## src/rtl/booth_control_fsm.sv

```systemverilog
// ============================================================================
// Module   : booth_control_fsm
// Brief    : Moore sequencer for a radix-2 Booth multiplier (8-bit operands,
//            8 iterations). It drives the control strobes c0..c6 and stop.
//            State encoding is either 3-bit binary or 8-bit one-hot (ONE_HOT).
//            Optional macro BOOTH_CU_DBG_EN adds the state_dbg output, which
//            gives the binary index of the current state.
// Revision : 1.0 - initial release
// ============================================================================
`default_nettype none

module booth_control_fsm #(
    parameter int ONE_HOT = 0
) (
    input  logic       clk,
    input  logic       rst_b,
    input  logic       bgn,
    input  logic       q0,
    input  logic       q_1,
    input  logic       count7,
    output logic       c0,
    output logic       c1,
    output logic       c2,
    output logic       c3,
    output logic       c4,
    output logic       c5,
    output logic       c6,
    output logic       stop
`ifdef BOOTH_CU_DBG_EN
    ,
    output logic [2:0] state_dbg
`endif
);

    // Logical state index. The physical register encoding is separate.
    typedef enum logic [2:0] {
        S0 = 3'd0,  // idle
        S1 = 3'd1,  // init: load M and Q, clear A, q_1 and counter
        S2 = 3'd2,  // decide from {q0,q_1}
        S3 = 3'd3,  // add
        S4 = 3'd4,  // subtract
        S5 = 3'd5,  // shift and count
        S6 = 3'd6,  // unload A
        S7 = 3'd7   // unload Q, stop
    } state_t;

    localparam int c_state_w = (ONE_HOT != 0) ? 8 : 3;
    localparam logic [c_state_w-1:0] c_s0_code =
        (ONE_HOT != 0) ? c_state_w'(1) : '0;

    logic [c_state_w-1:0] r_state;
    logic [c_state_w-1:0] w_state_nxt;
    state_t               w_cur;
    state_t               w_nxt;
    logic                 w_legal;

    generate
        if (ONE_HOT != 0) begin : g_onehot
            // Decode one-hot to an index. Any code without exactly one bit set is illegal.
            always_comb begin
                w_cur   = S0;
                w_legal = 1'b0;
                for (int i = 0; i < 8; i++) begin
                    if (r_state == (c_state_w'(1) << i)) begin
                        w_cur   = state_t'(3'(i));
                        w_legal = 1'b1;
                    end
                end
            end

            // Encode the next index as one-hot.
            always_comb begin
                w_state_nxt = c_state_w'(1) << w_nxt;
            end
        end else begin : g_binary
            // All eight binary codes are used, so the decode is always legal.
            always_comb begin
                w_cur       = state_t'(r_state);
                w_legal     = 1'b1;
                w_state_nxt = w_nxt;
            end
        end
    endgenerate

    // State register. Asynchronous reset aborts any operation immediately.
    always_ff @(posedge clk or posedge rst_b) begin
        if (rst_b) begin
            r_state <= c_s0_code;
        end else begin
            r_state <= w_state_nxt;
        end
    end

    // Next-state and Moore output decode. An illegal code returns to S0 with quiet outputs.
    always_comb begin
        w_nxt = S0;
        c0    = 1'b0;
        c1    = 1'b0;
        c2    = 1'b0;
        c3    = 1'b0;
        c4    = 1'b0;
        c5    = 1'b0;
        c6    = 1'b0;
        stop  = 1'b0;
        if (w_legal) begin
            case (w_cur)
                S0: begin
                    w_nxt = bgn ? S1 : S0;
                end
                S1: begin
                    c0    = 1'b1;
                    c1    = 1'b1;
                    w_nxt = S2;
                end
                S2: begin
                    case ({q0, q_1})
                        2'b01:   w_nxt = S3;
                        2'b10:   w_nxt = S4;
                        default: w_nxt = S5;
                    endcase
                end
                S3: begin
                    c2    = 1'b1;
                    w_nxt = S5;
                end
                S4: begin
                    c2    = 1'b1;
                    c3    = 1'b1;
                    w_nxt = S5;
                end
                S5: begin
                    c4    = 1'b1;
                    w_nxt = count7 ? S6 : S2;
                end
                S6: begin
                    c5    = 1'b1;
                    w_nxt = S7;
                end
                S7: begin
                    c6    = 1'b1;
                    stop  = 1'b1;
                    w_nxt = bgn ? S7 : S0;
                end
                default: begin
                    w_nxt = S0;
                end
            endcase
        end
    end

`ifdef BOOTH_CU_DBG_EN
    // Binary state index for debug, reported the same way for either encoding.
    always_comb begin
        state_dbg = w_legal ? w_cur : 3'd0;
    end
`endif

endmodule

`default_nettype wire

```

## config.mk

```make
export PLATFORM = sky130hd
export DESIGN_NAME = booth_control_fsm
export DESIGN_NICKNAME = d
export VERILOG_FILES = /design/src/rtl/booth_control_fsm.sv
export SDC_FILE = /design/constraint.sdc
export NUM_CORES = 1
export LEC_CHECK = 0
export ABC_AREA = 0
export CORE_AREA = 4 4 41 43
export CTS_CLUSTER_DIAMETER = 150
export DETAILED_ROUTE_END_ITERATION = 8
export DIE_AREA = 0 0 45 47
export PLACE_DENSITY = 0.48
export SYNTH_ARGS = -nofsm -noshare
export SYNTH_HDL_FRONTEND = slang
export SYNTH_SLANG_ARGS = --single-unit
```

## constraint.sdc

```tcl
create_clock -name clk -period 1.38 [get_ports clk]
set_clock_uncertainty 0.15 [all_clocks]
set_input_delay 0.345 -clock clk [delete_from_list [all_inputs] [get_ports clk]]
set_output_delay 0.345 -clock clk [all_outputs]
set_load 0.02 [all_outputs]
```

# Word-level counts from Yosys, hierarchy flattened
# Index checks and enable logic that the tools add are counted.
# word_totals
ff_bits	3
out_inout_bits	8
# op_classes
n_eq_ne	9
muxes	11
n_reduce_logical	2
# ops
cell	n
case mux 3 bit (7 select lines)	1
equality test 3 bit (second input constant)	4
two-way mux 1 bit	7
equality test 3 x 2 -> 1 bit (second input constant)	2
two-way mux 3 bit	2
case mux 3 bit (2 select lines)	1
equality test 3 x 1 -> 1 bit (second input constant)	1
zero test 3 bit	1
equality test 2 x 1 -> 1 bit (second input constant)	1
equality test 2 bit (second input constant)	1
OR reduction 2 bit	1

# Logic depth before layout (Yosys ltp)
# depth
depth_word	3
ltp_mapped	4

# Worst setup path after synthesis
# Ideal clock, no wire load.
# synth_path
path_kind	register to output
from	register r_state[1]
to	output c1
path_stages_with_launch	4
t_required_ns	0.885
t_arrival_ns	1.395
path_slack_ns	-0.510
path_buffers	2
path_cell_list	dfrtp_1 > buf_6 > nor3b_1 > buf_4
# synth_via
elab_chain_len	2
# synth_rtl
element	line_no	rtl
start, declared	51	logic [c_state_w-1:0] r_state;
start signal, assigned	88	r_state <= c_s0_code;
start signal, assigned	90	r_state <= w_state_nxt;
equality test 3 x 1 -> 1 bit	-	
two-way mux 1 bit	-	
end, declared	22	output logic c1,
# Every way passes these cells.

# Final worst setup path
# layout_path
from	register r_state[1]
to	output c0
# layout_via
elab_chain_len	2
# layout_rtl
element	line_no	rtl
equality test 3 x 1 -> 1 bit	106	case (w_cur)
two-way mux 1 bit	106	
end, declared	21	output logic c0,
# Every way passes these cells.

==> out/metrics.cfg <==
[hold_path]
hold_class=in2async

[layout]
num_antenna_cells=0
final_cells=77
drive_above_1_share_pct=71.0
final_common_cell=buf_4
largest_reg_flops=3
fin_nets=69
regMostFlops=r_state
syn2layout_area_growth_pct=137
mostFrequentLayoutCells=buf_4, buf_6, clkdlybuf4s50_1
top_regs=r_state (3)

[power]
p_leak_nw=0.284
switching_share_pct=39.7
pwr-share-seq_pct=14.0
switching_power_mw=0.640
power_mw=1.61
ir_drop_mv=0.911
p_comb_share_pct=76.9
pwr-share-clk_pct=9.1
powerDensity_nw_per_um2=2620
p_int_mw=0.971

[flow_run]
maxCapViolCount=0

[route]
drt_iter0_markers=2
vias=331
drc=0
totalWireLength_um=840
vias_per_cell=4.30
firstDrtPassIters=2
wl_per_cell_um=10.9
ant_nets=0

[sta]
maxSlewViolCount=0
max_freq_mhz=602
finalSetupTns_ps=-1940
period_share_pct=120
hold_viol_final=0
setup_violations=8
rsz0062_at_grt=true
period_needed_ps=1660
fin_ws_ps=-281
maxSlewHeadroom_pct=87.1
worst_pin_slew_ps=193

[cts]
cts_buffer_depth=2
cts_sinks=3
clock_latency_ps=220
cts-root-buf=clkbuf_4
clk_pin_slew_ps=30
cts_tree=built
hold_buffers=0
htree_levels=1
cts_made_buffers=3

[die]
start_util_pct=20.0
io_pins=14
num_rows=13
die_y_um=47
dieWidth_um=45
core-area_um2=1300
die-area_um2=2120

[worst_setup_path]
cp_max_fo=5
crit_type=reg2out
critPathLaunchType=flip-flop
cpPeakStageDelay_ps=450
crit_buf_inv=2
crit_top_cell=buf_6
arrival_ps=1170
path_cells=buf_6, nor3b_4, buf_6
critPathTopFamily=flip-flops
worstPathRequired_ps=880
end_kind=output port
cp_slowest_cell=dfrtp_2

[synth]
synth.distinct_cells=21
synthesis.nets=36
synthCells=30
yosys_warnings=0
synth-seq-area-share_pct=28.8
syn-cell-area_um2=260
ys_top_cells_by_area=dfrtp_1, buf_4, nor3_4, nor3b_1, buf_6
synth_top_area_cell=dfrtp_1
avgSynthCellArea_um2=8.68
synth-seq-cells=3
yosys.area.top_type_share_pct=28.8

[grt]
grt-ovfl-total=0
grt_pass1_vias=365
grt_use_total_pct=10.7
grt_pass1_wl_mm=1.52
grt_max_degree=8
antenna_found_initial=0

[status]
violations=setup timing
status=finished, violations left

[placed_design]
hpwlAfterDp_um=637
gp_congestion=0.716
portBuffers=13
placedCellCount=67

per-stage QoR:
| step | worst slack [ps] | instance area (um^2) | hold WS (ps) | util [%] |
|---|---|---|---|---|
| 6_report | -281 | 616 | 141 | 47.3 |
| 5_1_grt | -331 | 616 | 164 | 47.3 |
| 4_1_cts | -299 | 586 | 143 | 45.0 |
| 3_5_place_dp | -562 | 504 | 380 | 38.8 |
| 3_3_place_gp | -535 | 504 | 375 | 38.8 |
| 2_1_floorplan | -177 | 292 | -51.4 | - |
path summary, 6_finish.rpt:
kind                             from          to  slack [ps]  cells past startpoint
min in group clk           r_state[2]  r_state[2]         460                      2
max in group asynchronous       rst_b  r_state[1]         800                      2
max reg2reg                r_state[1]  r_state[2]          10                      6
min                             rst_b  r_state[2]         140                      2
min reg2reg                r_state[2]  r_state[2]         460                      2
max                        r_state[1]          c0        -280                      3
power by group through the flow:
stage	logic (mW)	clock network, mW	registers (mW)
4_1_cts	1.17	0.151	0.221
2_1_floorplan	0.586	0	0.192
5_1_grt	1.33	0.158	0.236
3_5_place_dp	0.979	0	0.227
3_3_place_gp	0.977	0	0.223
6_report	1.24	0.146	0.226
kinds of logic (layout without fill, tap and decap cells):
logic type / after synthesis / after routing / synth area share, %
simple gates: 12 / 12 / 34.6
buf+inv: 6 / 38 / 15.9
compound gates: 9 / 9 / 20.7
flops: 3 / 3 / 28.8
timing repair:
action,in CTS,in global routing
resized for setup,50,10
setup buffers,7,1
setup endpoints to repair,10,11
pin swaps,6,6
worst register-to-register path: stages (launching register included):
cell and delay, ps:
dfrtp_2 430, buf_4 160, nand2_2 60, buf_4 130, buf_4 120, o22ai_1 120
a21oi_1 90
cell type report:
type	count	area, um^2
multi-input cells	21	193
well taps	15	18.8
fillers	133	686
clock buffers	4	26.3
inverters	2	7.51
repair buffers	32	293
flip-flops and latches	3	77.6
metal layers:
| layer | global-route usage [%] | up-vias | part of all wire (%) |
|---|---|---|---|
| met5 | 0 | - | 0 |
| met4 | 8.77 | 0 | 3.0 |
| met3 | 3.45 | 2 | 4.2 |
| met2 | 18.1 | 8 | 59 |
| met1 | 10.8 | 150 | 34 |
| li1 | - | 171 | - |
Yosys cell counts (all sizes together):
library cell,count
o22ai,1
and3,1
a211oi,1
nor2b,1
nand4bb,1
o21ai,3
nor2,3
inv,2
dfrtp,3
nor3b,2
nor3,1
a22oi,1
a21oi,2
nand2,2
o21bai,1
or3b,1
buf,4
Power figures use the tool's default switching activity.
==> patch: new RTL, same settings <==
Register the input `count7` before use. The logic sees it one clock later. The other inputs are not delayed to match.
--- a/src/rtl/booth_control_fsm.sv
+++ b/src/rtl/booth_control_fsm.sv
@@ -48,4 +48,10 @@
     localparam logic [c_state_w-1:0] c_s0_code =
         (ONE_HOT != 0) ? c_state_w'(1) : '0;
+
+    logic count7_q;
+
+    always_ff @(posedge clk) begin
+        count7_q <= count7;
+    end
 
     logic [c_state_w-1:0] r_state;
@@ -131,5 +137,5 @@
                 S5: begin
                     c4    = 1'b1;
-                    w_nxt = count7 ? S6 : S2;
+                    w_nxt = count7_q ? S6 : S2;
                 end
                 S6: begin
Function: changed (Yosys sat finds a counterexample within 10 cycles, from zero or initial values and one cycle with rst_b high).
==> patch against the unedited design <==
The run still ends with negative setup slack left; setup slack got worse by 46 ps; first-iteration DRC count rose by 50%; count of clock-buffer cells in the layout is the same; sequential cell count is 1 higher; total power grew 4.7%; routed wire length rose by 13%; cell area is 0.41% higher; global-route usage increased by 0.088 points; register-to-register slack worse by 40 ps; area after synthesis up 7.7%.
==> patch: results (changes against the unedited design) <==
status=finished, violations left; failing checks=negative setup slack; Post-Syn Nets=37 (+2.8%); TNS Setup=-2230 ps (-287 ps); Comb power frac=76.2% (-0.7 points); routability cong.=0.789 (+10%); # Post-CTS Setup Buffers=8 (+1); WP data arrival=1210 ps (+40 ps); number of DRC markers in iteration 0=3 (+1); fillers=126 (-5.3%); clk tree area frac=4.25% (-0.017 points); Repair and plain buffers=29 (-9.4%); Synth Area in Compound Gates=19.2% (-1.5 points); gr usage total=10.8% (+0.088 points); Multi-input gate area=196 µm² (+1.9%); wire length on met1=356 µm (+25%); Detail Route met2 WL=552 µm (+12%); Seq area share=15.8% (+3.2 points); top routing layer used=met3; VDD IR max=1.17 mV (+29%); Slew @ Worst Pin=176 ps (-17.2 ps); met3 Track Usage GR=2.68% (-0.77 points); Post-Place Setup Slack=-606 ps (-43.9 ps); largest net degree at the start of global routing=7 (-1); Seq/Total Area, Yosys=33.9% (+5.1 points); asr flop ratio synth=75.0% (-25 points); cell internal pwr=0.997 mW (+2.7%); top flop regs=r_state (3), count7_q (1); switch share=40.9% (+1.1 points); CTS root buffer=clkbuf_4; clock share of power=9.3% (+0.2 points); number of sequential cells=4 (+1); first-pass GRT wire length=1590 µm (+4.5%); vias in the first global route=349 (-4.4%); Data buffer area share=43.9% (-3.6 points); drt total wl=948 µm (+13%); global routing met2 resource utilization=19.5% (+1.4 points); HPWL after detailed placement=592 µm (-7.1%); post_cts resized=54 (+8.0%); final setup margin=-326 ps (-45.7 ps); ranking of synthesized cells by area=dfrtp_1, buf_4, dfxtp_1; Finish-stage setup viols=9 (+1); P_leak=0.283 nW (-0.36%)
[patch: changes by cell type after synthesis]
cell	before	now
dfxtp_1	0	1
[patch: through the flow]
| step | util (%) | cells | instance area [µm²] |
|---|---|---|---|
| 6_report | 47.5 | 75 | 618 |
| 2_1_floorplan | - | 31 | 312 |
| 3_3_place_gp | 37.8 | 62 | 492 |
| 5_1_grt | 47.5 | 75 | 618 |
| 4_1_cts | 46.3 | 74 | 602 |
| 3_5_place_dp | 37.8 | 62 | 492 |
[patch: path summary, 6_finish.rpt]
check	start	endpoint	slack [ps]	cells after the start
hold reg to reg	count7_q	r_state[2]	420	2
min in group clk	count7	count7_q	420	1
max in group asynchronous	rst_b	r_state[1]	800	2
setup reg to reg	r_state[0]	r_state[2]	-30	4
setup / recovery	r_state[1]	c4	-330	4
hold / removal	rst_b	r_state[0]	140	2
